`src/rtl/regfile_wb_scheduler_pkg.sv`:
```
// regfile_pkg: shared widths, reset constants and encodings for the writeback scheduler.
package regfile_pkg;
    localparam int XLEN = 32;
    localparam int REG_ADDR_W = 5;
    localparam logic [REG_ADDR_W-1:0] REG_SP = 5'd2;
    localparam logic [XLEN-1:0] SP_INIT_DEF = 32'h7fffefe4;
    typedef enum logic {INIT, RUN} state_e;
    typedef enum logic {REQ_ALU, REQ_MEM} req_e;
endpackage

```
`src/rtl/regfile_wb_scheduler_arb.sv`:
```
// rr_arbiter2: two-way round-robin grant; a tie goes to the requester that did not win last.
module rr_arbiter2
    import regfile_pkg::*;
(
    input  logic [1:0] req,
    input  req_e       lg,
    input  logic       advance,
    output logic [1:0] gnt
);
    always_comb gnt = !advance ? 2'b00 : &req ? (lg == REQ_MEM ? 2'b01 : 2'b10) : req;
endmodule

```
`src/rtl/regfile_wb_scheduler.sv`:
```
// regfile_wb_scheduler: sweeps x1..x31 to their reset values, then merges ALU and load
// writebacks onto the single register-file write port with one-cycle latency.
module regfile_wb_scheduler
    import regfile_pkg::*;
#(
    parameter logic [XLEN-1:0] SP_INIT = SP_INIT_DEF
) (
    input  logic                  clk,
    input  logic                  rst,
    input  logic                  alu_valid,
    input  logic [REG_ADDR_W-1:0] alu_rd,
    input  logic [XLEN-1:0]       alu_data,
    output logic                  alu_ready,
    input  logic                  mem_valid,
    input  logic [REG_ADDR_W-1:0] mem_rd,
    input  logic [XLEN-1:0]       mem_data,
    output logic                  mem_ready,
    output logic                  we3,
    output logic [REG_ADDR_W-1:0] a3,
    output logic [XLEN-1:0]       wd3,
    output logic                  init_done
);
    state_e                state_q, state_d;
    req_e                  lg_q, lg_d;
    logic [REG_ADDR_W-1:0] idx_q, idx_d, a3_q, a3_d, rd;
    logic [XLEN-1:0]       wd3_q, wd3_d, data;
    logic                  we3_q, we3_d;
    logic [1:0]            gnt;

    rr_arbiter2 u_arb (
        .req     ({mem_valid, alu_valid}),
        .lg      (lg_q),
        .advance (state_q == RUN),
        .gnt     (gnt)
    );

    assign alu_ready = gnt[0];
    assign mem_ready = gnt[1];
    assign init_done = state_q == RUN;
    assign we3       = we3_q;
    assign a3        = a3_q;
    assign wd3       = wd3_q;

    always_comb begin
        state_d = state_q;
        idx_d   = idx_q;
        lg_d    = lg_q;
        rd      = gnt[1] ? mem_rd : alu_rd;
        data    = gnt[1] ? mem_data : alu_data;
        // writes to x0 are accepted but dropped at the port
        we3_d   = |gnt && rd != '0;
        a3_d    = we3_d ? rd : '0;
        wd3_d   = we3_d ? data : '0;
        if (state_q == INIT) begin
            we3_d   = 1'b1;
            a3_d    = idx_q;
            wd3_d   = idx_q == REG_SP ? SP_INIT : '0;
            idx_d   = idx_q + 1'b1;
            state_d = &idx_q ? RUN : INIT;
        end else if (|gnt) begin
            lg_d = gnt[0] ? REQ_ALU : REQ_MEM;
        end
    end

    always_ff @(posedge clk or posedge rst) begin
        if (rst) begin
            state_q <= INIT;
            idx_q   <= 5'd1;
            lg_q    <= REQ_MEM;
            we3_q   <= 1'b0;
            a3_q    <= '0;
            wd3_q   <= '0;
        end else begin
            state_q <= state_d;
            idx_q   <= idx_d;
            lg_q    <= lg_d;
            we3_q   <= we3_d;
            a3_q    <= a3_d;
            wd3_q   <= wd3_d;
        end
    end
endmodule
```
`config.mk`:
```
export PLATFORM = sky130hd
export DESIGN_NAME = regfile_wb_scheduler
export DESIGN_NICKNAME = d
export VERILOG_FILES = /design/src/rtl/regfile_wb_scheduler_pkg.sv /design/src/rtl/regfile_wb_scheduler_arb.sv /design/src/rtl/regfile_wb_scheduler.sv
export SDC_FILE = /design/constraint.sdc
export NUM_CORES = 1
export LEC_CHECK = 0
export ABC_AREA = 1
export BUFFER_PORTS_ARGS = -buffer_cell sky130_fd_sc_hd__buf_2
export CAP_MARGIN = 20
export CORE_ASPECT_RATIO = 1.4
export CORE_UTILIZATION = 48
export DETAILED_ROUTE_END_ITERATION = 8
export GPL_ROUTABILITY_DRIVEN = 0
export PLACE_DENSITY = 0.85
export SYNTH_ARGS = -nofsm -noshare
export SYNTH_HDL_FRONTEND = slang
export SYNTH_SLANG_ARGS = --single-unit
```
`constraint.sdc`:
```
create_clock -name clk -period 3.25 [get_ports clk]
set_input_delay 0.1625 -clock clk [delete_from_list [all_inputs] [get_ports clk]]
set_output_delay 0.1625 -clock clk [all_outputs]
set_load 0.005 [all_outputs]
```
== Word level (Yosys, flattened, before mapping) ==
Cells that the tools add are included.
W data, S select, Z words.
Operators by class
  reductions and logical operators: 6
  shift-type cells: 0
  bitwise logic cells: 0
  divide/modulo/power cells: 0
  muxes and demuxes: 14
  eq/ne operators: 1
  order comparisons: 0
  add/sub/neg operators: 1
  multipliers: 0
Operators by type and width (count)
  $mux W32: 3
  $mux W31: 1
  $mux W5: 3
  $mux W2: 3
  $add A5 B1 Y5 const B: 1
  $eq A5 B2 Y1 const B: 1
  $reduce_and A5 Y1: 1
  $reduce_bool A5 Y1: 1
  $mux W1: 4
  $reduce_and A2 Y1: 2
  $reduce_or A2 Y1: 1
  $logic_and A1 B1 Y1: 1
Word-level totals
  bits in latches: 0
  ROM bits: 0
  logic and storage cells: 28
  bits in registers: 45
  input port bits: 78
  output and inout port bits: 41
  RAM bits: 0
  memories: 0

== Logic depth before layout (Yosys ltp) ==
Gate-level depths: netlist of run 1.
  word-level depth: 8
  depth in mapped cells: 13
  depth with buffers taken out: 9

== Cells and area by module ==
From an unflattened synthesis of run 1, not the netlist that was laid out.
Unflattened totals
  cells, all modules: 272
  area, all modules: 2250.9 um^2
Modules (own cells, without submodules)
  regfile_wb_scheduler: instances 1, area an instance 2229.6 um^2, cells an instance 267, sequential area each 1128.6 um^2
  rr_arbiter2: instances 1, area an instance 21.3 um^2, cells an instance 5, sequential area each 0.0 um^2

== Least setup slack after synthesis of run 1 ==
Ideal clock, no wire load.
  kind: reg2reg
  start: reg state_q, in the netlist init_done
  end: reg wd3_q[19], in the netlist wd3[19]
  stages on the path, launching flop included: 13
  path buffers: 4
  path slack: 1.641 ns
  library setup time: 0.130 ns
  clock period less this slack: 1.609 ns
  required time: 3.120 ns
  arrival time: 1.479 ns
  cell sequence: dfrtp_1 -> buf_6 -> nand2_4 -> clkinv_2 -> nand2_2 -> buf_6 -> nand2_1 -> o21ai_1 -> nand3_2 -> buf_6 -> buf_6 -> nand3_2 -> nand2_1
On the way
  longest elaborated chain between the ends: 6
  elaborated cells on any way between the ends: 8
  classes of those cells: mux: 5; reduce/logical: 3
RTL lines
  start: declaration: line regfile_wb_scheduler.sv:23  | state_e state_q, state_d;
  start signal: assignment: line regfile_wb_scheduler.sv:74  | state_q <= state_d;
  $mux W2: line regfile_wb_scheduler_arb.sv:10  | always_comb gnt = !advance ? 2'b00 : &req ? (lg == REQ_MEM ? 2'b01 : 2'b10) : req;
  $mux W5: line regfile_wb_scheduler.sv:48  | rd = gnt[1] ? mem_rd : alu_rd;
  $reduce_bool A5 Y1: line regfile_wb_scheduler.sv:51  | we3_d = |gnt && rd != '0;
  $logic_and A1 B1 Y1: line regfile_wb_scheduler.sv:51
  $mux W32: line regfile_wb_scheduler.sv:53  | wd3_d = we3_d ? data : '0;
  $mux W32 *: line regfile_wb_scheduler.sv:54  | if (state_q == INIT) begin
  net wd3_d[19]: line regfile_wb_scheduler.sv:26  | logic [XLEN-1:0] wd3_q, wd3_d, data;
  end signal: assignment: line regfile_wb_scheduler.sv:79  | wd3_q <= wd3_d;
  end: declaration: line regfile_wb_scheduler.sv:26
Mark *: on every way through the listed nets, which the timed path passes. The rest lies on a longest branch.
A chain may end at the register's enable or synchronous reset.

== Worst setup path in the final report of run 1 ==
  start: reg state_q, in the netlist init_done
  end: reg we3_q, in the netlist we3
On the way
  longest elaborated chain between the ends: 5
  elaborated cells on any way between the ends: 6
  classes of those cells: mux: 3; reduce/logical: 3
RTL lines
  $mux W2: line regfile_wb_scheduler_arb.sv:10
  $mux W5: line regfile_wb_scheduler.sv:48
  $reduce_bool A5 Y1: line regfile_wb_scheduler.sv:51
  $logic_and A1 B1 Y1: line regfile_wb_scheduler.sv:51
  $mux W1 *: line regfile_wb_scheduler.sv:54
  net we3_d: line regfile_wb_scheduler.sv:27  | logic we3_q, we3_d;
  end signal: assignment: line regfile_wb_scheduler.sv:77  | we3_q <= we3_d;
  end: declaration: line regfile_wb_scheduler.sv:27
Marked as above.

==> reports/metrics.yaml, run 1 <==
pwr:
  p_total_uw: 1310
  peakVddDrop_mv: 0.231
  power.static_leakage_uw: 0.00183
  powerDensity_mw_per_mm2: 445
sta:
  fin_setup_tns_ps: 0
  timing.slew.headroom_pct: 38.8
  max_freq_mhz: 389
  skew_ps: 6.05
  rsz0062_at_grt: "no"
  slew_viol_final: 0
  fin_ws_ps: 679
  hold_viol: 0
  min_period_over_period_pct: 79.1
  tightest_slew_ps: 915
  post-route-min-period_ps: 2570
  setup_violations: 0
worst_setup_path:
  cp-start-kind: "register"
  cp_max_fo: 29
  crit_family: "simple AND/OR/NAND/NOR gates"
  reg2reg_from: "init_done"
  rrSetupSlack_ps: 680
  path_cells: "nand2_4 > clkinv_2 > nand2_2 > nand2_1 > nand2_1 > nor2_1 > nand3_2 > nand2_2 > nand2_1"
  slowest_stage: "dfrtp_1"
  cp.arrival_ps: 2740
  critical_path_required_ps: 3420
  critPathBufInv: 1
  cp_common_cell: "nand2_1"
  reg2reg_to: "we3"
  crit_type: "reg2reg"
  slowest_delay_ps: 580
  startpoint: "init_done"
  crit_path_end_kind: "register"
  reg2regPathDepth: 9
cts:
  clock_path_buffers: 2
  numClockSinks: 45
  clk_pin_slew_ps: 80
  cts.htree.levels: 2
  worst_skew_pair.late_latency_ps: 290
  cts_resized: 0
  root_buffer: "clkbuf_8"
  cts_hold_buffers: 0
  tritoncts: "done"
  cts_buffers: 5
  cts_setup_buffers: 0
drt:
  vias: 2136
  drc: 0
  wl_per_cell_um: 12.4
  met1Wirelength_um: 2130
  via_per_inst: 4.80
  wl_um: 5520
  dr.max_layer_used: "met4"
  met3_length_um: 213
  dr_wl_met2_um: 3080
  dr.pass1.iters: 4
  drtIter0Drc: 135
  ant_nets: 0
die:
  dieArea_mm2: 0.00493
  fp-row-count: 29
  start_util_pct: 49.6
  dieHeight_um: 82.7
  core_mm2: 0.00450
  die_w_um: 59.6
  ios: 119
run:
  maxCapViolations: 0
grt:
  grt_use_total_pct: 22.0
  grt_max_degree: 46
  overflow: 0
  grt_first_pass_wirelength_um: 8140
  antenna_found_initial: 0
  grt_pass1_vias: 1901
synthesis:
  syn_area_per_cell_um2: 8.30
  ys.flop_type: "dfrtp_1"
  synth-edff-count: 0
  synthTopCellsByArea: "dfrtp_1 (48%), nand2_1 (21%), nand3_1 (4.9%)"
  synth_fp_nets: 350
  yosys.area.top_type_share_pct: 48.2
  ys_seq_area_share_pct: 50.6
  syn_area_mm2: 0.00223
  yosys.area.top_type: "dfrtp_1"
  syn_inst: 269
  async_flop_share_pct: 100
  ys_types: 27
  yosys_register_bits: 45
  ys_warn_count: 0
  synth_common_cells: "nand2_1 (127), dfrtp_1 (43), nand3_1 (22)"
  synth_most_common_cell: "nand2_1"
place:
  buffer_ports.inserted: 118
  placed_area_mm2: 0.00284
  place_ws_ps: 721
  dpl.hpwl_um: 4070
finish:
  drive_gt1_share_pct: 39.9
  antenna-diode-count: 0
  num-nets-final: 463
  final_area_mm2: 0.00295
  area_growth_pct: 32.2
hold_path:
  hp-class: "in2async"
status:
  status: "complete, no violations"
[cell usage in the layout, fill, tap and decap left out]
| master | n |
|---|---|
| mux2i_1 | 6 |
| o21ai_1 | 2 |
| nand2_2 | 4 |
| xor2_1 | 1 |
| a21oi_4 | 1 |
| or2_2 | 1 |
| dfrtp_1 | 43 |
| inv_1 | 8 |
| nor2_1 | 8 |
| clkinv_2 | 1 |
| o21ai_0 | 4 |
| bufinv_16 | 1 |
| o21ai_2 | 1 |
| ha_1 | 3 |
| nand2_1 | 127 |
| nand3_2 | 11 |
| xnor2_1 | 1 |
| a22o_1 | 1 |
| inv_2 | 2 |
| clkbuf_1 | 1 |
| buf_4 | 3 |
| clkbuf_8 | 6 |
| nand2_4 | 1 |
| nand4_1 | 1 |
| nor2_2 | 1 |
| a211oi_1 | 1 |
| dfstp_2 | 2 |
| buf_2 | 118 |
| nor3_1 | 1 |
| nand3_1 | 22 |
[logic make-up after synthesis]
kind of cell / count (synthesis) / share of synthesized area [%]
flip-flops: 45 / 50.6
AO/OA/AOI/OAI: 10 / 3.03
XOR/XNOR: 2 / 0.785
adder cells (fa/ha/maj): 3 / 1.68
multiplexers: 6 / 2.69
buffers and inverters: 26 / 6.00
AND/OR/NAND/NOR: 177 / 35.3
[final cells by class]
type | instances | area (um2)
timing repair buffer | 121 | 613
clock inverter | 1 | 30.0
multi-input combinational | 198 | 973
tap | 62 | 77.6
inverter | 11 | 42.5
sequential | 45 | 1130
clock buffer | 7 | 86.3
fill | 392 | 1550
[per-layer routing]
metal	vias up	track usage (%)
li1	1068	-
met1	992	24.7
met2	66	41.0
met3	10	3.43
met4	0	8.60
met5	-	0
[registers in the layout, indices dropped and copies added, names as in the netlist]
name       count
a3             5
idx_q          5
init_done      1
we3            1
lg_q           1
wd3           32
[metrics by stage]
stage	hold WS (ps)	util (%)	instances
2_1_floorplan	331	-	269
5_1_grt	131	65.6	445
3_5_place_dp	410	63.0	437
6_report	61.0	65.6	445
4_1_cts	94.4	65.6	445
3_3_place_gp	394	63.0	437
[power breakdown]
part	total (uW)	internal (uW)	switching, uW
Combinational	259	117	142
Sequential	620	608	12.1
Clock	433	251	183
Total	1310	976	337
[worst max path at each step]
| stage | to | slack, ps | cells after the start |
|---|---|---|---|
| 2_1_floorplan | wd3[19] | 1640 | 12 |
| 3_3_place_gp | we3 | 840 | 9 |
| 3_5_place_dp | we3 | 720 | 9 |
| 4_1_cts | we3 | 710 | 9 |
| 5_1_grt | we3 | 540 | 8 |
| 6_report | we3 | 680 | 9 |
(Power assumes the default switching activity.)
==> run 2: changes to the inputs <==
CORE_UTILIZATION = 40   (was 48)
PLACE_DENSITY = 0.75   (was 0.85)
clock period = 2.3 ns   (was 3.25 ns; I/O delays follow)
==> reports/metrics.yaml, run 2 (same netlist as run 1, synthesis figures left out) <==
finish:
  largest_reg_flops: 32
  final_common_cell: "nand2_1"
  area_growth_pct: 33.0
  antenna-diode-count: 0
  drive_gt1_share_pct: 40.3
  num-nets-final: 467
  fillers: 528
  final_cell_mix: "nand2_1 (127), buf_2 (118), dfrtp_1 (43), nand3_1 (22), nand3_2 (11)"
  final_cells: 453
drt:
  wl_per_cell_um: 11.9
  drtIter0Drc: 77
  wl_um: 5400
  via_per_inst: 4.61
  vias: 2088
  drc: 0
  dr.pass1.iters: 4
  ant_nets: 0
grt:
  antenna_found_initial: 0
  grt_first_pass_wirelength_um: 8830
  grt_use_total_pct: 19.4
  grt_max_degree: 46
  overflow: 0
  grt_pass1_vias: 1971
cts:
  clk_pin_slew_ps: 80
  numClockSinks: 45
  cts_resized: 0
  worst_skew_pair.late_latency_ps: 290
  cts.htree.levels: 2
  cts_hold_buffers: 0
  tritoncts: "done"
  cts_buffers: 5
  root_buffer: "clkbuf_8"
  clock_path_buffers: 2
  cts_setup_buffers: 0
die:
  dieHeight_um: 90.4
  die_w_um: 65.1
  ios: 119
  dieArea_mm2: 0.00589
  start_util_pct: 42.3
  fp-row-count: 31
  core_mm2: 0.00528
pwr:
  powerDensity_mw_per_mm2: 583
  p_sw_share_pct: 26.5
  switching_power_uw: 459
  p_clk_share_pct: 28.3
  p_int_uw: 1270
  power.static_leakage_uw: 0.00183
  power_frac_comb_pct: 21.0
  peakVddDrop_mv: 0.347
  p_seq_share_pct: 50.7
sta:
  holdWs_ps: 21.4
  setup_violations: 0
  tightest_slew_ps: 911
  min_period_over_period_pct: 86.2
  slew_viol_final: 0
  hold_viol: 0
  max_freq_mhz: 504
  fin_setup_tns_ps: 0
  skew_ps: 9.65
  timing.slew.headroom_pct: 39.2
  rsz0062_at_grt: "no"
  post-route-min-period_ps: 1980
worst_setup_path:
  cp.arrival_ps: 2210
  crit_path_end_kind: "register"
  critPathBufInv: 2
  slowest_delay_ps: 570
  slowest_stage: "dfstp_2"
  critical_path_required_ps: 2530
  cp-start-kind: "register"
  cp_max_fo: 21
  crit_type: "reg2reg"
  crit_family: "simple AND/OR/NAND/NOR gates"
  path_cells: "nand2_1 > nand2_2 > buf_4 > o21ai_1 > nand3_2 > buf_4 > nand3_1 > nand2_1"
place:
  dpl.hpwl_um: 4010
  buffer_ports.inserted: 118
  placedCellCount: 445
status:
  status: "complete, no violations"
hold_path:
  hp-class: "in2async"
run:
  maxCapViolations: 0
run 2: final cells by class:
class	instances	area [um2]	share of cell area, %
inverters	11	42.5	1.43
clock buffers	8	90.1	3.04
multi-input cells	198	981	33.1
flip-flops and latches	45	1130	38.0
well taps	66	82.6	2.78
repair buffers	125	643	21.7
run 2: through the flow:
| step | util (%) | instance area [um2] | power (uW) | setup WS (ps) |
|---|---|---|---|---|
| 6_report | 56.3 | 2970 | 1730 | 318 |
| 3_5_place_dp | 54.6 | 2880 | 1260 | 338 |
| 5_1_grt | 56.3 | 2970 | 1840 | 151 |
| 3_3_place_gp | 54.6 | 2880 | 1250 | 427 |
| 2_1_floorplan | - | 2230 | 1090 | 691 |
| 4_1_cts | 56.3 | 2970 | 1760 | 318 |
run 2: layer usage:
metal	vias to the layer above	part of all wire, %	track usage [%]
met3	12	4.9	3.91
li1	1071	-	-
met2	70	53	32.1
met5	-	0	0
met1	935	40	24.6
met4	0	2.3	7.25
run 2: path summary, 6_finish.rpt:
check | from | endpoint | slack (ps) | cells after the start
worst max register to register | lg_q | wd3[13] | 320 | 8
min in group clk | mem_data[31] | wd3[31] | 90 | 3
max in group asynchronous | rst | wd3[31] | 1710 | 2
worst max-delay path | lg_q | wd3[13] | 320 | 8
worst min register to register | idx_q[0] | idx_q[0] | 520 | 1
worst min-delay path | rst | wd3[27] | 20 | 2
run 2: power groups by stage:
stage | sequential (uW) | combinational (uW) | clock (uW)
6_report | 878 | 364 | 489
5_1_grt | 883 | 413 | 546
4_1_cts | 879 | 371 | 507
3_5_place_dp | 894 | 370 | 0
3_3_place_gp | 893 | 362 | 0
2_1_floorplan | 904 | 184 | 0
==> run 3: changes to the inputs <==
BUFFER_PORTS_ARGS = -buffer_cell sky130_fd_sc_hd__buf_4   (was -buffer_cell sky130_fd_sc_hd__buf_2)
CELL_PAD_IN_SITES_DETAIL_PLACEMENT = 0   (was unset)
CELL_PAD_IN_SITES_GLOBAL_PLACEMENT = 1   (was unset)
CORE_UTILIZATION = 28   (was 40)
PLACE_DENSITY = unset   (was 0.75)
PLACE_DENSITY_LB_ADDON = 0.1   (was unset)
==> reports/metrics.yaml, run 3 (same netlist as run 1, synthesis figures left out) <==
worst_setup_path:
  crit_type: "reg2reg"
  cp_max_fo: 16
  cp-start-kind: "register"
  crit_path_end_kind: "register"
  crit_family: "simple AND/OR/NAND/NOR gates"
  reg2reg_to: "wd3[0]"
  path_cells: "nand2_1 > nand2_2 > nand2_1 > nand2_1 > nor2_1 > nand3_2 > buf_4 > nand2_2 > nor2_1"
  cp.arrival_ps: 2050
  reg2regPathDepth: 9
  slowest_stage: "dfstp_2"
  rrSetupSlack_ps: 480
  slowest_delay_ps: 580
  cp_common_cell: "nand2_1"
  critPathBufInv: 1
  critical_path_required_ps: 2530
  reg2reg_from: "lg_q"
  crit_cells: 9
pwr:
  p_total_uw: 1960
  p_clk_share_pct: 32.0
  p_seq_share_pct: 44.9
  power_frac_comb_pct: 23.1
  power.static_leakage_uw: 0.00196
  switching_power_uw: 497
  peakVddDrop_mv: 0.372
  p_int_uw: 1460
  p_sw_share_pct: 25.4
  powerDensity_mw_per_mm2: 579
cts:
  cts.htree.levels: 2
  worst_skew_pair.late_latency_ps: 290
  cts_buffers: 5
  clock_path_buffers: 2
  tritoncts: "done"
  root_buffer: "clkbuf_8"
  numClockSinks: 45
  cts_setup_buffers: 0
  clk_pin_slew_ps: 90
sta:
  fin_setup_tns_ps: 0
  hold_viol: 0
  slew_viol_final: 0
  rsz0062_at_grt: "no"
  post-route-min-period_ps: 1820
  skew_ps: 6.77
  min_period_over_period_pct: 79.1
  tightest_slew_ps: 513
  max_freq_mhz: 550
  timing.slew.headroom_pct: 65.7
  setup_violations: 0
die:
  fp-row-count: 38
  ios: 119
  die_w_um: 77.5
  dieHeight_um: 108
  core_mm2: 0.00775
  dieArea_mm2: 0.00834
  start_util_pct: 28.8
finish:
  area_growth_pct: 51.5
  drive_gt1_share_pct: 41.2
  antenna-diode-count: 0
  num-nets-final: 471
  final_cell_mix: "nand2_1 (127), buf_4 (127), dfrtp_1 (43), nand3_1 (22), nand3_2 (11)"
  fillers: 790
  largest_reg_flops: 32
grt:
  overflow: 0
  grt_first_pass_wirelength_um: 10400
  grt_pass1_vias: 2109
  grt_max_degree: 28
  grt_use_total_pct: 16.2
  antenna_found_initial: 0
hold_path:
  hp-class: "in2reg"
  min_to: "wd3[4]"
  min-delay-start: "mem_data[4]"
  hold_path_depth: 3
run:
  maxCapViolations: 0
drt:
  dr.pass1.iters: 4
  via_per_inst: 4.40
  drtIter0Drc: 116
  wl_per_cell_um: 13.1
  ant_nets: 0
  wl_um: 6410
  drc: 0
  vias: 2161
place:
  buffer_ports.inserted: 118
  dpl.hpwl_um: 4890
status:
  status: "complete, no violations"
[run 3: cell types whose count changed in the layout (fill, tap and decap cells not counted)]
cell	delta
bufinv_16	+1
buf_2	-118
dlygate4sd3_1	+1
clkbuf_1	-2
clkinvlp_4	+1
buf_4	+120
buf_12	+1
[run 3: worst max-delay path by stage]
stage | start | end
2_1_floorplan | init_done | wd3[19]
3_3_place_gp | lg_q | wd3[1]
3_5_place_dp | lg_q | wd3[12]
4_1_cts | lg_q | wd3[12]
5_1_grt | lg_q | wd3[0]
6_report | lg_q | wd3[0]
[run 3: power by group through the flow]
stage | logic [uW] | clock network, uW | registers, uW
global placement | 458 | 0 | 896
detailed placement | 461 | 0 | 895
finish | 452 | 627 | 878
global route | 502 | 680 | 885
CTS | 464 | 651 | 879
floorplan | 184 | 0 | 904
[run 3: what timing repair did]
action                    4_1_cts  5_1_grt
hold endpoints to repair       22        0
resized for setup               0        0
hold buffers                    1        0
[run 3: per-stage QoR]
stage,cell area (um2),std cells,util (%),hold WS (ps),setup WS (ps)
floorplan,2230,269,-,283,691
global placement,3250,482,41.9,33.0,544
detailed placement,3250,482,41.9,35.4,477
CTS,3380,491,43.6,72.0,462
global route,3380,491,43.6,82.9,277
finish,3380,491,43.6,77.5,480
[run 3: layout make-up]
| cell class | count | area (um2) | share of cell area, % |
|---|---|---|---|
| flip-flops and latches | 45 | 1130 | 33.4 |
| repair buffers | 129 | 983 | 29.1 |
| multi-input cells | 198 | 981 | 29.0 |
| well taps | 100 | 125 | 3.70 |
| clock buffers | 6 | 82.6 | 2.44 |
| inverters | 11 | 42.5 | 1.26 |
| clock inverters | 2 | 37.5 | 1.11 |
[run 3: layer usage]
| metal | global-route usage [%] | vias to the layer above | part of all wire (%) |
|---|---|---|---|
| met3 | 3.31 | 12 | 5.1 |
| met5 | 0 | - | 0 |
| met2 | 28.6 | 67 | 54 |
| met4 | 7.28 | 0 | 2.8 |
| met1 | 18.5 | 1001 | 38 |
| li1 | - | 1081 | - |
[run 3: tightest hold or removal path, delay by kind of cell]
family	cells	cell delay [ps]
simple gates	1	90
buf+inv	1	70
mux	1	60
